File: config.mk
export PLATFORM = sky130hd
export DESIGN_NAME = uart_rx_fifo_flat
export DESIGN_NICKNAME = d
export VERILOG_FILES = /design/src/rtl/uart_rx_fifo_if.sv /design/src/rtl/uart_rx_fifo.sv /design/src/flat_wrapper.sv
export SDC_FILE = /design/constraint.sdc
export NUM_CORES = 1
export LEC_CHECK = 0
export ABC_AREA = 1
export ABC_CLOCK_PERIOD_IN_PS = 4700
export BUFFER_PORTS_ARGS = -buffer_cell sky130_fd_sc_hd__buf_2
export CAP_MARGIN = 5
export CORE_UTILIZATION = 40
export CTS_BUF_LIST = sky130_fd_sc_hd__clkbuf_8 sky130_fd_sc_hd__clkbuf_16
export DETAILED_ROUTE_END_ITERATION = 8
export SYNTH_ARGS = -nofsm -noshare
export SYNTH_HDL_FRONTEND = slang
export SYNTH_SLANG_ARGS = --single-unit
File: constraint.sdc
create_clock -name clk -period 4.7 [get_ports clk]
set_input_delay 0.94 -clock clk [delete_from_list [all_inputs] [get_ports clk]]
set_output_delay 0.94 -clock clk [all_outputs]
set_load 0.05 [all_outputs]
File: src/rtl/uart_rx_fifo_if.sv
// Receive FIFO pop port between the UART receiver and the CPU-side register logic.
//   rx_data  : byte at the FIFO head, valid only while rx_valid is high
//   rx_valid : FIFO not empty
//   rx_ready : pop request; a pop happens when rx_valid && rx_ready
//   rx_count : current FIFO occupancy
// master = receiver (produces bytes), slave = consumer (pops bytes).
interface uart_rx_fifo_if #(
  parameter int unsigned FIFO_DEPTH = 4
) ();
  localparam int unsigned CountW = $clog2(FIFO_DEPTH) + 1;

  logic [7:0]        rx_data;
  logic              rx_valid;
  logic              rx_ready;
  logic [CountW-1:0] rx_count;

  modport master (output rx_data, output rx_valid, output rx_count, input rx_ready);
  modport slave  (input rx_data, input rx_valid, input rx_count, output rx_ready);
endinterface

File: src/rtl/uart_rx_fifo.sv
// 8N1 UART receiver with a small receive FIFO.
//   clk           : system clock, all logic on posedge
//   rst           : synchronous active-high reset
//   rxd_i         : asynchronous serial line, idles high
//   busy_o        : receive FSM not idle
//   framing_err_o : one-cycle pulse when the stop bit is sampled low
//   overrun_o     : one-cycle pulse when a good byte is dropped on a full FIFO
//   rx_if         : FIFO pop port (data/valid/ready/count)
module uart_rx_fifo #(
  parameter int unsigned CLKS_PER_BIT = 217,
  parameter int unsigned FIFO_DEPTH   = 4
) (
  input  logic           clk,
  input  logic           rst,
  input  logic           rxd_i,
  output logic           busy_o,
  output logic           framing_err_o,
  output logic           overrun_o,
  uart_rx_fifo_if.master rx_if
);
  localparam int unsigned PtrW = $clog2(FIFO_DEPTH);
  localparam int unsigned CntW = $clog2(CLKS_PER_BIT);
  localparam logic [CntW-1:0] HalfM1 = CntW'(CLKS_PER_BIT / 2 - 1);
  localparam logic [CntW-1:0] FullM1 = CntW'(CLKS_PER_BIT - 1);

  typedef enum logic [2:0] {StIdle, StStart, StData, StStop, StWaitHigh} state_e;

  // Input synchronizer and edge detect
  logic rxd_meta_q, rxs_q, rxs_prev_q;

  always_ff @(posedge clk) begin
    if (rst) begin
      rxd_meta_q <= 1'b1;
      rxs_q      <= 1'b1;
      rxs_prev_q <= 1'b1;
    end else begin
      rxd_meta_q <= rxd_i;
      rxs_q      <= rxd_meta_q;
      rxs_prev_q <= rxs_q;
    end
  end

  // FIFO: pointers carry an extra wrap bit to tell full from empty
  logic [7:0]    mem_q [FIFO_DEPTH];
  logic [PtrW:0] wr_ptr_q, rd_ptr_q;
  logic          empty, full, push, pop;

  assign empty = (wr_ptr_q == rd_ptr_q);
  assign full  = (wr_ptr_q[PtrW] != rd_ptr_q[PtrW]) &&
                 (wr_ptr_q[PtrW-1:0] == rd_ptr_q[PtrW-1:0]);
  assign pop   = !empty && rx_if.rx_ready;

  assign rx_if.rx_data  = mem_q[rd_ptr_q[PtrW-1:0]];
  assign rx_if.rx_valid = !empty;
  assign rx_if.rx_count = wr_ptr_q - rd_ptr_q;

  // Receive FSM
  state_e         state_q, state_d;
  logic [CntW-1:0] cnt_q, cnt_d;
  logic [2:0]      bit_q, bit_d;
  logic [7:0]      shift_q, shift_d;
  logic            ferr_q, ferr_d, ovr_q, ovr_d;
  logic            expired;

  always_ff @(posedge clk) begin
    if (rst) begin
      wr_ptr_q <= '0;
      rd_ptr_q <= '0;
      for (int i = 0; i < FIFO_DEPTH; i++) mem_q[i] <= '0;
    end else begin
      if (push) begin
        mem_q[wr_ptr_q[PtrW-1:0]] <= shift_q;
        wr_ptr_q                  <= wr_ptr_q + (PtrW+1)'(1);
      end
      if (pop) rd_ptr_q <= rd_ptr_q + (PtrW+1)'(1);
    end
  end

  always_ff @(posedge clk) begin
    if (rst) begin
      state_q <= StIdle;
      cnt_q   <= '0;
      bit_q   <= '0;
      shift_q <= '0;
      ferr_q  <= 1'b0;
      ovr_q   <= 1'b0;
    end else begin
      state_q <= state_d;
      cnt_q   <= cnt_d;
      bit_q   <= bit_d;
      shift_q <= shift_d;
      ferr_q  <= ferr_d;
      ovr_q   <= ovr_d;
    end
  end

  assign expired = (cnt_q == '0);

  always_comb begin
    state_d = state_q;
    cnt_d   = cnt_q;
    bit_d   = bit_q;
    shift_d = shift_q;
    push    = 1'b0;
    ferr_d  = 1'b0;
    ovr_d   = 1'b0;
    unique case (state_q)
      StIdle: begin
        if (rxs_prev_q && !rxs_q) begin
          cnt_d   = HalfM1;
          state_d = StStart;
        end
      end
      StStart: begin
        if (!expired) begin
          cnt_d = cnt_q - 1'b1;
        end else if (!rxs_q) begin
          cnt_d   = FullM1;
          bit_d   = '0;
          state_d = StData;
        end else begin
          state_d = StIdle;  // false start, line went back high by mid-bit
        end
      end
      StData: begin
        if (!expired) begin
          cnt_d = cnt_q - 1'b1;
        end else begin
          shift_d = {rxs_q, shift_q[7:1]};
          cnt_d   = FullM1;
          if (bit_q == 3'd7) state_d = StStop;
          else               bit_d   = bit_q + 1'b1;
        end
      end
      StStop: begin
        if (!expired) begin
          cnt_d = cnt_q - 1'b1;
        end else if (rxs_q) begin
          // A pop in this same cycle frees a slot for the push
          if (!full || pop) push  = 1'b1;
          else              ovr_d = 1'b1;
          state_d = StIdle;
        end else begin
          ferr_d  = 1'b1;
          state_d = StWaitHigh;
        end
      end
      StWaitHigh: begin
        if (rxs_q) state_d = StIdle;
      end
      default: state_d = StIdle;
    endcase
  end

  assign busy_o        = (state_q != StIdle);
  assign framing_err_o = ferr_q;
  assign overrun_o     = ovr_q;
endmodule

File: src/flat_wrapper.sv
// flat-port wrapper written by rule: the top's interface ports become plain ports
module uart_rx_fifo_flat 
#(
  parameter int unsigned CLKS_PER_BIT = 217,
  parameter int unsigned FIFO_DEPTH   = 4
)
  (clk, rst, rxd_i, busy_o, framing_err_o, overrun_o, rx_if_rx_data, rx_if_rx_valid, rx_if_rx_count, rx_if_rx_ready);
  uart_rx_fifo_if #(.FIFO_DEPTH(FIFO_DEPTH)) rx_if_i ();
  input  logic clk;
  input  logic rst;
  input  logic rxd_i;
  output logic busy_o;
  output logic framing_err_o;
  output logic overrun_o;
  output wire logic [$bits(rx_if_i.rx_data)-1:0] rx_if_rx_data;
  output wire logic [$bits(rx_if_i.rx_valid)-1:0] rx_if_rx_valid;
  output wire logic [$bits(rx_if_i.rx_count)-1:0] rx_if_rx_count;
  input wire logic [$bits(rx_if_i.rx_ready)-1:0] rx_if_rx_ready;
  assign rx_if_rx_data = rx_if_i.rx_data;
  assign rx_if_rx_valid = rx_if_i.rx_valid;
  assign rx_if_rx_count = rx_if_i.rx_count;
  assign rx_if_i.rx_ready = rx_if_rx_ready;
  uart_rx_fifo #(.CLKS_PER_BIT(CLKS_PER_BIT), .FIFO_DEPTH(FIFO_DEPTH)) u_core (.clk(clk), .rst(rst), .rxd_i(rxd_i), .busy_o(busy_o), .framing_err_o(framing_err_o), .overrun_o(overrun_o), .rx_if(rx_if_i));
endmodule
==> impl_metrics.env <==
export IMPL_ys_warn_count=0
export IMPL_finalHoldViolations=0
export IMPL_boundaryPins=19
export IMPL_cp_endpoint="rx_if_rx_count[2]"
export IMPL_yosysMostFrequentCell="nor2_1"
export IMPL_die_h_um=91.07
export IMPL_synth_common_cells="71 x nor2_1, 48 x nand2_1, 36 x inv_1, 36 x o21ai_0, 35 x dfxtp_1"
export IMPL_r2r_start="u_core.wr_ptr_q[0]"
export IMPL_grt_pass1_wl_mm=10.91
export IMPL_p_per_area_nw_per_um2=500.1
export IMPL_tns_ns=0
export IMPL_post_route_min_period_ns=2.915
export IMPL_cts_hold_buffers=0
export IMPL_critical_path_max_fanout=5
export IMPL_cts_resized=0
export IMPL_clock_sinks=67
export IMPL_synth_xor_area_share=0.008281
export IMPL_relSlewSlack=0.2006
export IMPL_via_count=2437
export IMPL_yosys_area_share_simple=0.2603
export IMPL_min_delay_start="u_core.rxd_meta_q"
export IMPL_synth_edf_count=32
export IMPL_core_um2=7687
export IMPL_post_route_period_util=0.6202
export IMPL_reg2reg_slack_ns=2.11
export IMPL_max_cap_violations=0
export IMPL_fmax_mhz=343.1
export IMPL_dpl_hpwl_mm=4.584
export IMPL_start_kind="flop"
export IMPL_worst_pin_slew_ns=1.189
export IMPL_rsz0062_at_grt="no"
export IMPL_grt_pass1_vias=2358
export IMPL_status="finished clean"
export IMPL_synth_area_mux_share=0
export IMPL_min_path_cells=1
export IMPL_slew_violations=0
export IMPL_path_clk_slew_ns=0.08
export IMPL_synth_compound_area_frac=0.1167
export IMPL_arrival_ns=1.97
export IMPL_wl_per_cell_um=13.29
export IMPL_die_w_um=91.07
export IMPL_n_antenna_cell=0
export IMPL_r2r_cells=5
export IMPL_ys_seq_elements=67
export IMPL_htreeDepth=3
export IMPL_slowest_delay_ns=0.44
export IMPL_post_cts_buffers=0
export IMPL_tritoncts="yes"
export IMPL_critPathLaunch="u_core.wr_ptr_q[0]"
export IMPL_grt_overflow=0
export IMPL_fp_dieArea_um2=8293
export IMPL_final_core_util=0.4668
export IMPL_viasPerCell=4.963
export IMPL_grt_max_degree=28
export IMPL_r2r_end="u_core.mem_q[3][6]"
export IMPL_synth_area_um2=3173
export IMPL_syn_nets=373
export IMPL_synthAdderAreaFrac=0.03785
export IMPL_root_buffer="clkbuf_8"
export IMPL_antenna_found_initial=0
export IMPL_gp_congestion=0.8027
export IMPL_area_growth_pct=13.09
export IMPL_worstSetupPathType="flop to output port"
export IMPL_clk_latency_ns=0.35
export IMPL_ir_drop_mv=0.2863
export IMPL_end_kind="output port"
export IMPL_nFillCells=751
export IMPL_ys_seq_area_frac=0.5237
export IMPL_finClkSkew_ns=0.01037
export IMPL_initial_core_util=0.4128
export IMPL_cts_buffer_depth=2
export IMPL_multi_input_area_um2=1343
export IMPL_async_flop_share=0
export IMPL_numCtsBuffers=9
export IMPL_regArea_um2=1662
export IMPL_hold_worst_slack_ns=0.4140
export IMPL_synth_top_family_by_area="simple AND/OR/NAND/NOR gates"
export IMPL_postSynthAreaPerCell_um2=8.814
export IMPL_setup_viol=0
export IMPL_drc_errors=0
export IMPL_ant_nets=0
export IMPL_first_iter_violations=97
export IMPL_hold_class="flop to flop"
export IMPL_p_leak_nw=1.477
export IMPL_synth_top_area_cell="edfxtp_1"
export IMPL_critical_path_cell_chain="inv_1 -> ha_1 -> fa_1 -> xor2_1 -> buf_2"
export IMPL_synth_top_area_frac=0.3028
export IMPL_first_pass_iters=4
export IMPL_num_rows=32
export IMPL_critPathRequiredTime_ns=3.76
export IMPL_synthDistinctLibCells=32
export IMPL_place_port_buffers=18
export IMPL_grt_use_total=0.1719
export IMPL_drive_gt1_frac=0.1517
export IMPL_synth_flop_cell="dfxtp_1"
export IMPL_layout_nets=397
export IMPL_crit_slowest_cell="dfxtp_1"
export IMPL_wl_mm=6.524
export IMPL_synthCells=360
export IMPL_ys_top_cells_by_area="edfxtp_1 30%, dfxtp_1 22%, nor2_1 8.4%, o21ai_0 5.7%, nand2_1 5.7%"
## sequential cells by signal, indices dropped and copies added, names as in the netlist, named ones only
name	cells
u_core.bit_q	3
u_core.cnt_q	8
u_core.framing_err_o	1
u_core.mem_q	32
u_core.overrun_o	1
u_core.rd_ptr_q	3
u_core.rxd_meta_q	1
u_core.rxs_prev_q	1
u_core.rxs_q	1
u_core.shift_q	8
u_core.state_q	3
u_core.wr_ptr_q	3
## cell families after synthesis
logic type      Yosys count
compound gates           70
xor+xnor                  3
fa+ha+maj                 9
buf+inv                  44
flops                    67
simple gates            167
## cells in the final DEF, fill, tap and decap left out, types with 2 or more instances in the layout
| cell type | instances |
|---|---|
| inv_1 | 36 |
| nor2_8 | 3 |
| ha_1 | 8 |
| o22ai_1 | 8 |
| nand2_2 | 3 |
| bufinv_16 | 2 |
| dfxtp_1 | 35 |
| buf_2 | 18 |
| nand3_1 | 16 |
| nor2_4 | 3 |
| nor3_1 | 4 |
| nand4_1 | 3 |
| o31ai_1 | 2 |
| xor2_1 | 3 |
| nand2_1 | 48 |
| clkinv_2 | 3 |
| or2_2 | 2 |
| nor2_2 | 2 |
| a21oi_1 | 22 |
| clkinv_4 | 2 |
| nand3_2 | 2 |
| nand3b_1 | 2 |
| o21ai_0 | 36 |
| clkbuf_8 | 9 |
| edfxtp_1 | 32 |
| nand2_4 | 5 |
| nor2_1 | 71 |
## final cells by class
cell class | instances | area share
inverter | 38 | 0.03975
multi-input combinational | 249 | 0.3741
clock inverter | 7 | 0.02580
sequential | 67 | 0.4630
clock buffer | 9 | 0.03452
timing repair buffer | 19 | 0.02720
tap | 102 | 0.03556
## where the power goes
part	internal (W)	leakage (nW)	switching [W]
Clock	0.000297	0.113	0.000222
Sequential	0.000659	0.614	0.0000498
Combinational	0.000180	0.749	0.000386
## worst max-delay path: cells and delay by family, from the launching register on
family                   cells  cell delay (ns)
adder cells (fa/ha/maj)      2             0.60
XOR/XNOR                     1             0.15
buffers and inverters        2             0.44
flip-flops                   1             0.44
## metal layers
metal | wire [um] | vias to the layer above | track usage | part of all wire
met2 | 3175 | 41 | 0.3030 | 0.49
met3 | 193 | 11 | 0.03099 | 0.030
met1 | 3023 | 1133 | 0.2024 | 0.46
li1 | - | 1252 | - | -
met5 | 0 | - | 0 | 0
met4 | 131 | 0 | 0.07937 | 0.020
## through the flow
stage / power [W] / worst slack [ns] / instance area (um^2) / cells
6_report: 0.001794 / 1.785 / 3588 / 491
5_1_grt: 0.001911 / 1.694 / 3588 / 491
4_1_cts: 0.001804 / 1.768 / 3588 / 491
3_5_place_dp: 0.001286 / 1.968 / 3372 / 475
3_3_place_gp: 0.001279 / 2.034 / 3372 / 475
2_1_floorplan: 0.001175 / 1.869 / 3173 / 360
## worst min path at each step
stage,endpoint,slack (ns)
global route,u_core.rxs_q,0.42
floorplan,u_core.rxs_q,0.39
CTS,u_core.rxs_q,0.42
finish,u_core.rxs_q,0.41
detailed placement,u_core.rxs_q,0.40
global placement,u_core.rxs_q,0.40
Power figures use the tool's default switching activity.
